$ cat src/rtl/axi_ad9122_drp_arb.sv
`default_nettype none
// ============================================================================
// axi_ad9122_drp_arb : round-robin arbiter and single-access sequencer for the
// AD9122 MMCM DRP port, two requesters, up_clk domain.          Rev 1.0
// ============================================================================
module axi_ad9122_drp_arb #(
  parameter int unsigned TIMEOUT  = 255,
  parameter logic [31:0] ERR_DATA = 32'hdeaddead
) (
  input  logic        up_clk,
  input  logic        up_rst,

  input  logic        req0_sel,
  input  logic        req0_wr,
  input  logic [11:0] req0_addr,
  input  logic [31:0] req0_wdata,
  output logic [31:0] req0_rdata,
  output logic        req0_ready,
  output logic        req0_err,

  input  logic        req1_sel,
  input  logic        req1_wr,
  input  logic [11:0] req1_addr,
  input  logic [31:0] req1_wdata,
  output logic [31:0] req1_rdata,
  output logic        req1_ready,
  output logic        req1_err,

  output logic        drp_sel,
  output logic        drp_wr,
  output logic [11:0] drp_addr,
  output logic [31:0] drp_wdata,
  input  logic [31:0] drp_rdata,
  input  logic        drp_ready,

  output logic        busy,
  output logic [7:0]  timeout_cnt
);

  typedef enum logic [1:0] {
    ST_IDLE  = 2'd0,
    ST_ISSUE = 2'd1,
    ST_WAIT  = 2'd2,
    ST_RESP  = 2'd3
  } state_t;

  localparam logic [15:0] C_TIMEOUT  = 16'(TIMEOUT);
  localparam logic [7:0]  C_TCNT_MAX = 8'hff;

  state_t      state_q;
  logic        pend0_q, pend1_q;
  logic        last_grant_q, grant_q;
  logic        hold0_wr_q, hold1_wr_q;
  logic [11:0] hold0_addr_q, hold1_addr_q;
  logic [31:0] hold0_wdata_q, hold1_wdata_q;
  logic [15:0] wait_cnt_q;
  logic [7:0]  timeout_cnt_q;
  logic        busy_q;
  logic        drp_sel_q, drp_wr_q;
  logic [11:0] drp_addr_q;
  logic [31:0] drp_wdata_q;
  logic        req0_ready_q, req0_err_q;
  logic        req1_ready_q, req1_err_q;
  logic [31:0] req0_rdata_q, req1_rdata_q;

  logic        in_flight_d;
  logic        accept0_d, accept1_d;
  logic        grant_d;
  logic [15:0] wait_cnt_d;
  logic        timeout_d;
  logic [31:0] resp_data_d;
  logic        resp_err_d;

  // A requester that is pending or currently being served cannot queue a second access.
  always_comb begin
    in_flight_d = (state_q != ST_IDLE);
    accept0_d   = req0_sel & ~pend0_q & ~(in_flight_d & ~grant_q);
    accept1_d   = req1_sel & ~pend1_q & ~(in_flight_d &  grant_q);
    grant_d     = (pend0_q & pend1_q) ? ~last_grant_q : pend1_q;
    wait_cnt_d  = wait_cnt_q + 16'd1;
    timeout_d   = (wait_cnt_d == C_TIMEOUT);
    resp_data_d = drp_ready ? drp_rdata : ERR_DATA;
    resp_err_d  = ~drp_ready;
  end

  always_ff @(posedge up_clk or posedge up_rst) begin
    if (up_rst) begin
      state_q       <= ST_IDLE;
      pend0_q       <= 1'b0;
      pend1_q       <= 1'b0;
      last_grant_q  <= 1'b1;
      grant_q       <= 1'b0;
      hold0_wr_q    <= 1'b0;
      hold0_addr_q  <= 12'h000;
      hold0_wdata_q <= 32'h0;
      hold1_wr_q    <= 1'b0;
      hold1_addr_q  <= 12'h000;
      hold1_wdata_q <= 32'h0;
      wait_cnt_q    <= 16'h0;
      timeout_cnt_q <= 8'h00;
      busy_q        <= 1'b0;
      drp_sel_q     <= 1'b0;
      drp_wr_q      <= 1'b0;
      drp_addr_q    <= 12'h000;
      drp_wdata_q   <= 32'h0;
      req0_ready_q  <= 1'b0;
      req0_err_q    <= 1'b0;
      req0_rdata_q  <= 32'h0;
      req1_ready_q  <= 1'b0;
      req1_err_q    <= 1'b0;
      req1_rdata_q  <= 32'h0;
    end else begin
      req0_ready_q <= 1'b0;
      req0_err_q   <= 1'b0;
      req1_ready_q <= 1'b0;
      req1_err_q   <= 1'b0;

      if (accept0_d) begin
        pend0_q       <= 1'b1;
        hold0_wr_q    <= req0_wr;
        hold0_addr_q  <= req0_addr;
        hold0_wdata_q <= req0_wdata;
      end
      if (accept1_d) begin
        pend1_q       <= 1'b1;
        hold1_wr_q    <= req1_wr;
        hold1_addr_q  <= req1_addr;
        hold1_wdata_q <= req1_wdata;
      end

      case (state_q)
        ST_IDLE: begin
          if (pend0_q || pend1_q) begin
            state_q      <= ST_ISSUE;
            busy_q       <= 1'b1;
            grant_q      <= grant_d;
            last_grant_q <= grant_d;
            drp_sel_q    <= 1'b1;
            if (grant_d) begin
              pend1_q     <= 1'b0;
              drp_wr_q    <= hold1_wr_q;
              drp_addr_q  <= hold1_addr_q;
              drp_wdata_q <= hold1_wdata_q;
            end else begin
              pend0_q     <= 1'b0;
              drp_wr_q    <= hold0_wr_q;
              drp_addr_q  <= hold0_addr_q;
              drp_wdata_q <= hold0_wdata_q;
            end
          end
        end

        ST_ISSUE: begin
          state_q     <= ST_WAIT;
          wait_cnt_q  <= 16'h0;
          drp_sel_q   <= 1'b0;
          drp_wr_q    <= 1'b0;
          drp_addr_q  <= 12'h000;
          drp_wdata_q <= 32'h0;
        end

        // drp_ready takes priority over a timeout landing in the same cycle.
        ST_WAIT: begin
          wait_cnt_q <= wait_cnt_d;
          if (drp_ready || timeout_d) begin
            state_q <= ST_RESP;
            if (grant_q) begin
              req1_ready_q <= 1'b1;
              req1_err_q   <= resp_err_d;
              req1_rdata_q <= resp_data_d;
            end else begin
              req0_ready_q <= 1'b1;
              req0_err_q   <= resp_err_d;
              req0_rdata_q <= resp_data_d;
            end
            if (!drp_ready && (timeout_cnt_q != C_TCNT_MAX)) begin
              timeout_cnt_q <= timeout_cnt_q + 8'd1;
            end
          end
        end

        ST_RESP: begin
          state_q <= ST_IDLE;
          busy_q  <= 1'b0;
        end

        default: begin
          state_q <= ST_IDLE;
          busy_q  <= 1'b0;
        end
      endcase
    end
  end

  assign req0_rdata  = req0_rdata_q;
  assign req0_ready  = req0_ready_q;
  assign req0_err    = req0_err_q;
  assign req1_rdata  = req1_rdata_q;
  assign req1_ready  = req1_ready_q;
  assign req1_err    = req1_err_q;
  assign drp_sel     = drp_sel_q;
  assign drp_wr      = drp_wr_q;
  assign drp_addr    = drp_addr_q;
  assign drp_wdata   = drp_wdata_q;
  assign busy        = busy_q;
  assign timeout_cnt = timeout_cnt_q;

endmodule
`default_nettype wire

$ cat config.mk
export PLATFORM = sky130hd
export DESIGN_NAME = axi_ad9122_drp_arb
export DESIGN_NICKNAME = d
export VERILOG_FILES = /design/src/rtl/axi_ad9122_drp_arb.sv
export SDC_FILE = /design/constraint.sdc
export NUM_CORES = 1
export LEC_CHECK = 0
export ABC_AREA = 1
export CORE_AREA = 4 4 130 163
export DETAILED_ROUTE_END_ITERATION = 10
export DIE_AREA = 0 0 134 167
export PLACE_DENSITY_LB_ADDON = 0.3
export SETUP_SLACK_MARGIN = 0.15
export SYNTH_ARGS = -nofsm -noshare
export SYNTH_HDL_FRONTEND = slang
export SYNTH_SLANG_ARGS = --single-unit
$ cat constraint.sdc
create_clock -name up_clk -period 17.5 [get_ports up_clk]
set_input_delay 1.75 -clock up_clk [delete_from_list [all_inputs] [get_ports up_clk]]
set_output_delay 1.75 -clock up_clk [all_outputs]
set_load 0.01 [all_outputs]
==> impl_metrics.yaml, run 1 <==
job:
  cap_violations: 0
pwr:
  leakage_uw: 0.00644
  ir_drop_mv: 0.125
  power_density_nw_per_um2: 171
logic_synthesis:
  synth_edf_count: 0
  ys_types: 38
  synth-seq-area-share_pct: 56.2
  synth_fp_nets: 1266
  synth-seq-cells: 235
  synthArstFlopShare_pct: 100
  yosysWarnings: 0
  synthFlopType: "dfrtp_1"
  syn_inst: 1132
  syn-mean-instance-area_um2: 9.25
  synthesis.area_um2: 10500
layout:
  stdcell_area_um2: 13800
  fin_util_pct: 70.9
  nets: 1485
  stdcell_count: 1633
  drive_gt1_share_pct: 10.6
  area_growth_pct: 31.9
  n_fill_cell: 1497
global_route:
  grt_start_max_net_pins: 96
  grt.total_usage_pct: 25.3
  antenna_found_initial: 1
  grt_pass1_vias: 9197
  gr-total-overflow: 0
  grt_first_pass_wirelength_um: 46200
clock_tree:
  clock_latency_ns: 0.52
  clk_path_buf_depth: 3
  postCtsSetupBuffers: 0
  cts_tree: "built"
  clock-sinks: 235
  h-tree-depth: 1
  cts_root_buf: "clkbuf_16"
  postCtsHoldBufs: 0
  cts_buffers: 24
  clk_pin_slew_ns: 0.06
  cts-resized-gates: 0
placement:
  place_inst: 1590
  dp_hpwl_um: 19000
  gp_congestion: 0.886
  postPlaceCellArea_um2: 13100
  io_buffers: 249
sta:
  hold_violations: 0
  whs_ns: 0.468
  worst_pin_slew_ns: 1.21
  finalSetupViolations: 0
  finalMaxSlewViolations: 0
  fin_crit_ns: 4.32
  max_freq_mhz: 232
  rsz0062_at_grt: "no"
  finalCritPeriodShare_pct: 24.7
  max-slew-margin-rel_pct: 18.8
  tns_ns: 0
  fin_worst_skew_ns: 0.0177
floorplan:
  rows: 57
  die_h_um: 167
  ios: 250
  fp.dieW_um: 134
  initial_utilization_pct: 53.8
  coreArea_um2: 19500
  die-area_um2: 22400
drt:
  drc: 0
  via_per_inst: 5.40
  wl_per_cell_um: 17.4
  drt_iter0_markers: 597
  vias: 8813
  drt-total-wl_um: 28400
  ant_nets: 0
  drtPass1Iterations: 5
setup_path:
  arrival_ns: 4.71
  max_stage_delay_ns: 1.01
  cp_data_required_time_ns: 17.89
  critPathMaxFanout: 50
  start_kind: "primary input"
  worstSetupEndpointType: "flop"
  crit_top_cell: "nand2_1"
  slowest_stage: "clkdlybuf4s50_1"
  path_class: "primary input to flop"
  path_cells: "clkdlybuf4s50_1 -> inv_1 -> nand2_4 -> nand3_4 -> nand2_1 -> nand2_1"
worst_hold_path:
  min_path_type: "flop to flop"
run_status:
  outcome: "complete, no violations"
-- per-stage QoR --
step | total power, uW | setup slack [ns]
detailed placement | 1890 | 12.71
global route | 2520 | 12.90
floorplan | 1460 | 9.31
global placement | 1850 | 12.81
finish | 2370 | 13.18
CTS | 2380 | 13.20
-- cell usage in the layout (no fill, tap or decap), types with 2 or more instances in the layout --
master,instances
clkinv_2,3
ha_1,6
inv_2,4
nor3_2,2
clkbuf_16,24
nand2_1,343
clkbuf_8,6
nand4_1,75
xor2_1,3
nand2_2,7
mux2_2,45
xnor2_1,2
dfrtp_1,234
clkdlybuf4s50_1,249
or2_2,22
clkbuf_1,6
nor2_1,106
nor2_4,5
buf_4,9
o32ai_1,45
nor2_2,5
o22ai_1,7
inv_1,90
o21ai_0,16
nand3_1,31
and2_1,2
nand3_4,2
-- final timing paths --
path	start	endpoint	slack [ns]	cells past startpoint
setup / recovery	drp_ready	req1_rdata[28]$_DFFE_PP0P_	13.18	6
hold / removal	req1_rdata[30]$_DFFE_PP0P_	req1_rdata[30]$_DFFE_PP0P_	0.47	2
setup reg to reg	wait_cnt_q[1]$_DFFE_PP0P_	req1_rdata[28]$_DFFE_PP0P_	14.44	12
hold reg to reg	req1_rdata[30]$_DFFE_PP0P_	req1_rdata[30]$_DFFE_PP0P_	0.47	2
max in group asynchronous	up_rst	wait_cnt_q[8]$_DFFE_PP0P_	13.57	4
min in group asynchronous	up_rst	req1_rdata[9]$_DFFE_PP0P_	1.75	2
-- area by class of cell --
class	count	area, um2	area share, %
clock inverter	6	47.5	0.344
antenna	1	2.50	0.0181
sequential	235	5880	42.6
inverter	96	368	2.66
timing repair buffer	258	2560	18.5
multi-input combinational	736	3910	28.3
tap	265	332	2.40
clock buffer	36	706	5.11
-- critical path: cells and delay by family --
| kind | cells | cell delay (ns) |
|---|---|---|
| buf+inv | 2 | 1.60 |
| simple gates | 4 | 1.33 |
-- cells by family after synthesis --
group / share of synthesized area, %
AOI/OAI and AO/OA: 5.33
xor gates and xnor gates: 0.418
adders and majority gates: 0.836
buffers and inverters: 6.69
DFF: 56.2
muxes: 4.84
and+or+nand+nor: 25.7
-- synth_stat cells, types with 2 or more instances --
| cell | instances | area [um2] |
|---|---|---|
| nand2_1 | 345 | 1290 |
| dfrtp_1 | 234 | 5860 |
| nor2_1 | 107 | 402 |
| inv_1 | 91 | 342 |
| nand4_1 | 75 | 469 |
| mux2_2 | 45 | 507 |
| o32ai_1 | 45 | 394 |
| clkbuf_1 | 43 | 161 |
| nand3_1 | 31 | 155 |
| or2_2 | 22 | 138 |
| o21ai_0 | 16 | 80.1 |
| buf_2 | 11 | 55.1 |
| buf_6 | 7 | 78.8 |
| ha_1 | 7 | 87.6 |
| o22ai_1 | 7 | 43.8 |
| nand2_2 | 5 | 31.3 |
| nor2_2 | 5 | 31.3 |
| inv_2 | 4 | 15.0 |
| nor2_4 | 4 | 45.0 |
| xor2_1 | 3 | 26.3 |
| and2_1 | 2 | 12.5 |
| buf_4 | 2 | 15.0 |
| buf_8 | 2 | 30.0 |
| nand3_4 | 2 | 35.0 |
| nor3_2 | 2 | 20.0 |
| o21ai_1 | 2 | 10.0 |
| xnor2_1 | 2 | 17.5 |
-- metal layers --
layer	wire length, um	global-route usage, %	up-vias
li1	-	-	4150
met1	11100	31.2	4265
met2	14200	43.3	316
met3	1780	4.28	82
met4	1370	11.9	0
met5	0	0	-
-- state kept, by name, indices dropped and copies added (netlist names), 2 cells and up --
name	count
drp_addr	12
drp_wdata	32
hold0_addr_q	12
hold0_wdata_q	32
hold1_addr_q	12
hold1_wdata_q	32
req0_rdata	32
req1_rdata	32
state_q	2
timeout_cnt	8
wait_cnt_q	16
-- where the power goes --
group	total [uW]	leakage (uW)	switching, uW	internal [uW]
Sequential	905	0.00295	132	772
Combinational	973	0.00313	544	430
Clock	488	0.000369	209	279
Total	2370	0.00644	885	1480
(Power assumes the default switching activity.)
==> inputs of run 2 (changes only) <==
CORE_AREA = 4 4 142 178   (was 4 4 130 163)
DIE_AREA = 0 0 146 182   (was 0 0 134 167)
clock period = 3.6 ns   (was 17.5 ns; I/O delays follow)
==> impl_metrics.yaml, run 2 (synthesized netlist as in run 1, its figures left out) <==
run_status:
  outcome: "complete, no violations"
floorplan:
  ios: 250
  rows: 63
  die_h_um: 182
  fp.dieW_um: 146
  coreArea_um2: 23600
  initial_utilization_pct: 44.4
  die-area_um2: 26600
clock_tree:
  cts_buffers: 24
  cts_root_buf: "clkbuf_16"
  h-tree-depth: 1
  clk_pin_slew_ns: 0.06
  clock_latency_ns: 0.52
  clk_path_buf_depth: 3
  cts-resized-gates: 0
  clock-sinks: 235
  postCtsHoldBufs: 0
  cts_tree: "built"
  postCtsSetupBuffers: 0
layout:
  nets: 1492
  area_growth_pct: 33.3
  layout_commonest_cell: "nand2_1"
  layout_common_cells: "nand2_1, clkdlybuf4s50_1, dfrtp_1, nor2_1, inv_1"
  drive_gt1_share_pct: 11.1
sta:
  rsz0062_at_grt: "no"
  finalMaxSlewViolations: 0
  fin_worst_skew_ns: 0.0216
  finalCritPeriodShare_pct: 72.2
  worst_pin_slew_ns: 1.08
  hold_violations: 0
  finalSetupViolations: 0
  timing.final.ws_setup_ns: 1.00
  tns_ns: 0
  max_freq_mhz: 385
  fin_crit_ns: 2.60
  max-slew-margin-rel_pct: 27.7
global_route:
  antenna_found_initial: 2
  grt_pass1_vias: 8758
  grt.total_usage_pct: 21.0
  gr-total-overflow: 0
  grt_first_pass_wirelength_um: 46100
  grt_start_max_net_pins: 156
setup_path:
  worstSetupEndpointType: "flop"
  path_cells: "ha_1 -> nand2_1 -> nor2_2 -> nand2_1 -> inv_2 -> nand2_1 -> nand2_1 -> nand2_2 -> nor2_4 -> nand4_4 -> nand2_4 -> nand3_4 -> nand2_1 -> nand2_1"
  crit_top_cell: "nand2_1"
  arrival_ns: 3.00
  start_kind: "flop"
  critPathMaxFanout: 33
  cp_data_required_time_ns: 4.00
  path_class: "flop to flop"
  slowest_stage: "dfrtp_1"
  max_stage_delay_ns: 0.44
drt:
  via_per_inst: 5.21
  drtPass1Iterations: 5
  ant_nets: 0
  drt_iter0_markers: 543
  wl_per_cell_um: 17.2
  drc: 0
  vias: 8680
  drt-total-wl_um: 28600
placement:
  gp_congestion: 0.863
  dp_slack_ns: 1.02
  io_buffers: 249
  dp_hpwl_um: 18900
job:
  cap_violations: 0
worst_hold_path:
  min_path_type: "primary input to asynchronous set/reset pin"
pwr:
  ir_drop_mv: 0.486
  leakage_uw: 0.00650
  power_density_nw_per_um2: 836
==> run 2: cell type report <==
| type | count | area, um2 |
|---|---|---|
| inverters | 96 | 364 |
| well taps | 292 | 365 |
| repair buffers | 265 | 2630 |
| fillers | 2024 | 9610 |
| multi-input cells | 736 | 3910 |
| diodes | 2 | 5.00 |
| flip-flops and latches | 235 | 5880 |
| clock inverters | 5 | 90.1 |
| clock buffers | 36 | 716 |
==> run 2: final timing paths <==
path                                            start                      endpoint  slack [ns]  depth (start not counted)
setup / recovery            wait_cnt_q[1]$_DFFE_PP0P_    req1_rdata[10]$_DFFE_PP0P_         1.0                         14
hold / removal                                 up_rst     drp_wdata[23]$_DFFE_PP0P_        0.37                          3
setup reg to reg            wait_cnt_q[1]$_DFFE_PP0P_    req1_rdata[10]$_DFFE_PP0P_         1.0                         14
hold reg to reg            req1_rdata[11]$_DFFE_PP0P_    req1_rdata[11]$_DFFE_PP0P_        0.47                          2
max in group asynchronous                      up_rst    req1_rdata[13]$_DFFE_PP0P_        2.36                          3
min in group up_clk                     req1_wdata[6]  hold1_wdata_q[6]$_DFFE_PP0P_        0.37                          3
==> run 2: power breakdown <==
part / switching (uW) / internal [uW] / total, uW
logic: 2670 / 2130 / 4800
registers: 599 / 3750 / 4350
clock network: 1010 / 1510 / 2520
==> run 2: worst max-delay path, delay by kind of cell, from the launching register on <==
kind | cells | cell delay [ns]
flip-flops | 1 | 0.44
adder cells (fa/ha/maj) | 1 | 0.26
buffers and inverters | 1 | 0.06
AND/OR/NAND/NOR | 12 | 1.71
==> run 2: metrics by stage <==
stage | util [%] | instance area (um2) | instances | hold slack (ns) | total power (uW)
6_report | 59.2 | 14000 | 1667 | 0.375 | 11700
5_1_grt | 59.2 | 14000 | 1667 | 0.382 | 12500
4_1_cts | 59.2 | 14000 | 1665 | 0.356 | 11800
3_5_place_dp | 55.8 | 13200 | 1624 | 0.457 | 9210
3_3_place_gp | 55.8 | 13200 | 1624 | 0.453 | 9070
2_1_floorplan | - | 10500 | 1132 | 0.443 | 7080
==> run 2: metal layers <==
metal / up-vias / part of all wire, % / track usage (%)
li1: 4156 / - / -
met4: 0 / 3.1 / 6.74
met1: 4220 / 42 / 27.2
met5: - / 0 / 0
met3: 53 / 4.8 / 3.15
met2: 251 / 50 / 36.5
